--- src/rtl/approx_mult_pkg.sv ---
// Shared types and helpers for the pipelined approximate multiplier.
// Mode encoding, stage payload and partial-product column geometry.
package approx_mult_pkg;

    localparam logic MODE_EXACT  = 1'b0;
    localparam logic MODE_APPROX = 1'b1;

    // Widest tag a stage payload can carry; TAG_W must not exceed it.
    localparam int TAG_MAX = 16;

    typedef struct packed {
        logic               valid;
        logic [TAG_MAX-1:0] tag;
        logic               mode;
    } stage_t;

    // Number of partial-product bits landing in column k of a w x w product.
    function automatic int col_height(input int w, input int k);
        int h;
        if (k < 0 || k > 2*w - 2) begin
            h = 0;
        end else if (k < w) begin
            h = k + 1;
        end else begin
            h = 2*w - 1 - k;
        end
        return h;
    endfunction

endpackage

--- src/rtl/approx_42_cell.sv ---
// Approximate 4:2 compressor: lossy carry/sum pair for one group of
// four same-weight bits; never over-estimates the group's popcount.
module approx_42_cell (
    input  logic w,
    input  logic x,
    input  logic y,
    input  logic z,
    output logic sum,
    output logic carry
);

    assign carry = (w & x) | (y & z);
    assign sum   = (w ^ x) | (y ^ z);

endmodule

--- src/rtl/approx_mult_pipe.sv ---
// Three-stage unsigned W x W multiplier with selectable approximate
// compression of the low product columns and valid/ready streaming.
module approx_mult_pipe
    import approx_mult_pkg::*;
#(
    parameter int W           = 16,
    parameter int APPROX_COLS = 16,
    parameter int TAG_W       = 4
) (
    input  logic             clk,
    input  logic             rst_n,
    input  logic             in_valid,
    output logic             in_ready,
    input  logic [W-1:0]     in_a,
    input  logic [W-1:0]     in_b,
    input  logic             in_mode,
    input  logic [TAG_W-1:0] in_tag,
    output logic             out_valid,
    input  logic             out_ready,
    output logic [2*W-1:0]   out_p,
    output logic [TAG_W-1:0] out_tag,
    output logic             out_mode
);

    localparam int PW = 2 * W;
    localparam int CW = $clog2(W + 1);

    stage_t s1, s2, s3;

    logic [PW-1:0][CW-1:0] col_nx, col_q;
    logic [PW-1:0] row0_nx, row1_nx;
    logic [PW-1:0] row0_q, row1_q;
    logic [PW-1:0] p_q;
    logic s1_en, s2_en, s3_en;
    logic unused_tag_hi;

    // A stage may load when empty or when its occupant leaves this cycle.
    assign s3_en    = !s3.valid | out_ready;
    assign s2_en    = !s2.valid | s3_en;
    assign s1_en    = !s1.valid | s2_en;
    assign in_ready = s1_en;

    for (genvar k = 0; k < PW; k++) begin : g_col
        localparam int H    = col_height(W, k);
        localparam int IMIN = (k >= W) ? k - W + 1 : 0;
        localparam int NG   = H / 4;

        if (H == 0) begin : g_empty
            assign col_nx[k] = '0;
        end else begin : g_live
            logic [H-1:0]         bits;
            logic [NG:0][CW-1:0]  acc;
            logic [CW-1:0]        left;

            // Bits ordered by ascending multiplier row i.
            for (genvar n = 0; n < H; n++) begin : g_pp
                assign bits[n] = in_a[k-IMIN-n] & in_b[IMIN+n];
            end

            always_comb begin
                left = '0;
                for (int n = 4 * NG; n < H; n++) begin
                    left = left + CW'(bits[n]);
                end
            end

            assign acc[0] = left;

            for (genvar g = 0; g < NG; g++) begin : g_grp
                logic [3:0] q;
                logic [2:0] ex;
                logic [2:0] gv;

                assign q  = bits[4*g +: 4];
                assign ex = {2'b00, q[0]} + {2'b00, q[1]}
                          + {2'b00, q[2]} + {2'b00, q[3]};

                if (k < APPROX_COLS) begin : g_apx
                    logic s, c;

                    approx_42_cell u_cell (
                        .w     (q[0]),
                        .x     (q[1]),
                        .y     (q[2]),
                        .z     (q[3]),
                        .sum   (s),
                        .carry (c)
                    );

                    assign gv = (in_mode == MODE_APPROX) ? {1'b0, c, s} : ex;
                end else begin : g_ex
                    assign gv = ex;
                end

                assign acc[g+1] = acc[g] + CW'(gv);
            end

            assign col_nx[k] = acc[NG];
        end
    end

    // Even and odd columns never share a weight, so each forms one row.
    always_comb begin
        row0_nx = '0;
        row1_nx = '0;
        for (int k = 0; k < PW; k++) begin
            if ((k % 2) != 0) begin
                row1_nx = row1_nx + (PW'(col_q[k]) << k);
            end else begin
                row0_nx = row0_nx + (PW'(col_q[k]) << k);
            end
        end
    end

    always_ff @(posedge clk or negedge rst_n) begin
        if (!rst_n) begin
            s1    <= '0;
            col_q <= '0;
        end else if (s1_en) begin
            s1.valid <= in_valid;
            if (in_valid) begin
                s1.tag  <= TAG_MAX'(in_tag);
                s1.mode <= in_mode;
                col_q   <= col_nx;
            end
        end
    end

    always_ff @(posedge clk or negedge rst_n) begin
        if (!rst_n) begin
            s2     <= '0;
            row0_q <= '0;
            row1_q <= '0;
        end else if (s2_en) begin
            s2.valid <= s1.valid;
            if (s1.valid) begin
                s2.tag  <= s1.tag;
                s2.mode <= s1.mode;
                row0_q  <= row0_nx;
                row1_q  <= row1_nx;
            end
        end
    end

    always_ff @(posedge clk or negedge rst_n) begin
        if (!rst_n) begin
            s3  <= '0;
            p_q <= '0;
        end else if (s3_en) begin
            s3.valid <= s2.valid;
            if (s2.valid) begin
                s3.tag  <= s2.tag;
                s3.mode <= s2.mode;
                p_q     <= row0_q + row1_q;
            end
        end
    end

    assign out_valid     = s3.valid;
    assign out_p         = p_q;
    assign out_tag       = s3.tag[TAG_W-1:0];
    assign out_mode      = s3.mode;
    assign unused_tag_hi = ^(s3.tag >> TAG_W);

endmodule

--- config.mk ---
export PLATFORM = sky130hd
export DESIGN_NAME = approx_mult_pipe
export DESIGN_NICKNAME = d
export VERILOG_FILES = /design/src/rtl/approx_mult_pkg.sv /design/src/rtl/approx_42_cell.sv /design/src/rtl/approx_mult_pipe.sv
export SDC_FILE = /design/constraint.sdc
export NUM_CORES = 1
export LEC_CHECK = 0
export ABC_CLOCK_PERIOD_IN_PS = 8500
export BUFFER_PORTS_ARGS = -buffer_cell sky130_fd_sc_hd__buf_4
export CAP_MARGIN = 0
export CORE_MARGIN = 2
export CORE_UTILIZATION = 50
export DETAILED_ROUTE_END_ITERATION = 8
export GPL_TIMING_DRIVEN = 0
export MAX_ROUTING_LAYER = met4
export PLACE_DENSITY_LB_ADDON = 0.15
export SLEW_MARGIN = 15
export SYNTH_ARGS = -nofsm -noshare
export SYNTH_HDL_FRONTEND = slang
export SYNTH_SLANG_ARGS = --single-unit
--- constraint.sdc ---
create_clock -name clk -period 8.5 [get_ports clk]
set_input_delay 0.425 -clock clk [delete_from_list [all_inputs] [get_ports clk]]
set_output_delay 0.425 -clock clk [all_outputs]
set_load 0.02 [all_outputs]
==> impl_metrics.yaml <==
timing:
  hold_ws_ps: 93.2
  drv_slew: 0
  setup_viol: 0
  fmax_ghz: 0.208
  rsz0062_at_grt: "no"
  period_needed_ps: 4820
  fin_crit_sh: 0.567
  fin_skew_ps: 22.0
  fin_ws_ps: 3680
  hold_violations: 0
  tightest_slew_ps: 1140
  max_slew_margin: 0.243
  setup_tns_ps: 0
cells_and_area:
  post-route-cell-area_mm2: 0.0227
  synthToLayoutAreaGrowth_pct: 9.88
  antennaDiodeCount: 0
  fin_cells: 2893
  layout.nets: 2816
  final_layout_size_suffix_gt1_frac: 0.0898
  nFillCells: 3735
  fin_util: 0.557
pwr:
  p_leak_nw: 11.6
  power-per-cell-area_mw_per_mm2: 276
  p_comb_frac: 0.579
  sequentialPowerShare: 0.266
  switching_power_mw: 2.76
  clkPwrFrac: 0.155
  power_mw: 6.29
  ir_worst_vdd_mv: 0.124
  p_int_mw: 3.53
  p_sw_frac: 0.439
place:
  dp_hpwl_um: 48300
  place_inst: 2852
  gp_congestion: 0.954
  placed_area_mm2: 0.0220
  place_ws_ps: 3420
  io_buffer_count: 79
setup_path:
  cp_top_family: "compound AO/OA/AOI/OAI gates"
  timing.critical_path.cells: "ha_1 -> ha_1 -> a31o_2 -> a21o_1 -> o41a_1 -> a31oi_1 -> o21ai_1 -> a221oi_2 -> nor2b_1 -> o21ai_1 -> fa_1 -> inv_1 -> ha_1 -> a21o_1 -> a21o_1 -> a31oi_1 -> o21ai_0"
  path_buf_inv: 1
  arrival_ps: 5190
  rr_worst_depth: 17
  reg2reg_slack_ps: 3680
  startpoint_type: "flip-flop"
  end_kind: "flip-flop"
  cp_max_fo: 4
  crit_type: "reg -> reg"
  critPathMaxStageDelay_ps: 490
  cp.required_ps: 8870
  r2r-start: "col_q[28]"
  cp_slowest_cell: "fa_1"
  r2r-end: "row1_q[31]"
hold_path:
  min_from: "in_valid"
  holdPathEnd: "s1[17]"
  holdPathStages: 2
  hp-class: "in -> reg"
global_route:
  antenna_found_initial: 0
  grt_pass1_vias: 16412
  grt_max_degree: 110
  grt_use_total: 0.288
  grt_pass1_wl_um: 93300
  grt_overflow_total: 0
synthesis:
  syn_area_mm2: 0.0207
  synth-seq-cells: 224
  synth_cells: 2239
  async_reset_ff_frac: 1.00
  ys_warn_count: 0
  synth.distinct_cells: 64
  synthMostInstantiatedCell: "nand2_1"
  synthFlopType: "dfrtp_1"
  synth_nets: 2709
  synth_edf_count: 0
  synthTopCellsByCount: "296 x nand2_1, 285 x ha_1, 224 x dfrtp_1"
  synth_area_leaders: "dfrtp_1 27%, ha_1 17%, fa_1 14%, nand2_1 5.4%, and2_1 5.3%"
  netlist.area_leader.share: 0.271
  seq_area_frac_synth: 0.271
  syn_area_per_cell_um2: 9.25
  yosysTopAreaCell: "dfrtp_1"
die:
  rows: 74
  core-area_mm2: 0.0408
  start_util: 0.507
  fp.dieW_um: 207
  boundaryPins: 80
  dieArea_mm2: 0.0430
  dieHeight_um: 207
clocking:
  clk_path_buf_depth: 3
  root_buffer: "clkbuf_16"
  cts_made_buffers: 23
  clock_latency_ps: 530
  clock_sinks: 224
  cts_tree: "yes"
  ctsResizeCount: 0
  clk_pin_slew_worst_paths_ps: 60
  cts_max_level: 1
detailed_routing:
  wl_per_cell_um: 20.6
  drtIter0Drc: 1090
  detail-route-antenna-nets: 0
  firstDrtPassIters: 5
  drc: 0
  via_count: 15890
  wl_um: 59700
  vias_per_cell: 5.49
outcome:
  status: "finished, final reports clean"
run:
  cap_viol_max_count: 0
power by group through the flow:
stage               combinational [mW]  clock, mW  sequential [mW]
finish                            3.64      0.976             1.67
global route                      4.09       1.03             1.71
CTS                               3.64      0.995             1.67
detailed placement                3.60          0             1.69
global placement                  3.54          0             1.67
floorplan                         2.48          0             1.71
placed cells by master, fill, tap and decap left out, types with 3 or more instances in the layout:
| master | count |
|---|---|
| o21ba_2 | 3 |
| xnor2_1 | 44 |
| o21ai_0 | 150 |
| o31ai_1 | 11 |
| nand2_1 | 296 |
| fa_1 | 144 |
| clkbuf_16 | 23 |
| xor2_1 | 44 |
| and2_1 | 177 |
| o21ai_1 | 10 |
| a211oi_1 | 11 |
| o21a_1 | 7 |
| nor3_1 | 13 |
| nand2b_1 | 18 |
| dfrtp_1 | 224 |
| buf_1 | 6 |
| nor2b_1 | 31 |
| nand3_1 | 18 |
| and3_1 | 6 |
| a21oi_1 | 106 |
| a21o_1 | 54 |
| o211ai_1 | 7 |
| o21bai_1 | 7 |
| a31oi_1 | 8 |
| nand3b_1 | 3 |
| mux2_2 | 80 |
| clkbuf_8 | 3 |
| nor2_1 | 135 |
| clkbuf_1 | 94 |
| or3_1 | 4 |
| ha_1 | 285 |
| nand4_1 | 8 |
| inv_1 | 199 |
| clkinv_2 | 4 |
| buf_4 | 78 |
logic make-up (layout without fill, tap and decap cells):
kind of cell | Yosys count | count (layout) | synth area share
compound gates | 401 | 401 | 0.116
xor+xnor | 88 | 88 | 0.0372
fa+ha+maj | 429 | 429 | 0.312
buf+inv | 295 | 417 | 0.0538
flops | 224 | 224 | 0.271
mux | 82 | 82 | 0.0445
simple gates | 720 | 720 | 0.166
sequential cells by signal, indices dropped and copies added (netlist names):
signal,cells
s2,6
out_tag,4
row1_q,31
s1,6
out_valid,1
row0_q,31
col_q,112
out_p,32
out_mode,1
how the worst max path moves through the flow:
stage | depth (start not counted) | endpoint | start
final | 17 | row1_q[31] | col_q[28]
after global routing | 21 | row0_q[31] | col_q[23]
after CTS | 17 | row1_q[31] | col_q[28]
after detailed placement | 12 | col_q[92] | in_b[6]
after global placement | 12 | col_q[92] | in_b[6]
after floorplan | 17 | row1_q[31] | col_q[28]
layer usage:
layer  wire length (µm)  track usage  vias to the layer above
li1                   -            -                     7637
met1              26500        0.370                     7744
met2              27600        0.465                      410
met3               3410       0.0427                       99
met4               2170       0.0988                        0
met5                  0            -                        -
area by class of cell:
type,instances,area (µm²),area share
Timing Repair Buffer,82,666,0.0293
Inverter,200,751,0.0330
Tap cell,532,666,0.0293
Sequential cell,224,5610,0.246
Clock buffer,32,639,0.0281
Multi-Input combinational cell,1720,14000,0.615
Buffer,95,363,0.0160
Clock inverter,8,73.8,0.00325
worst reg2reg max path: cells and delay by family, from the launching register on:
kind                     cells  cell delay [ps]
AO/OA/AOI/OAI               11             2700
adder cells (fa/ha/maj)      4             1400
buffers and inverters        1               90
flip-flops                   1              390
AND/OR/NAND/NOR              1               80
what timing repair did:
action / CTS / global route
hold buffers: 1 / 0
endpoints found under the hold margin: 15 / 0
buffers inserted: 0 / 0
(Power assumes the default switching activity.)
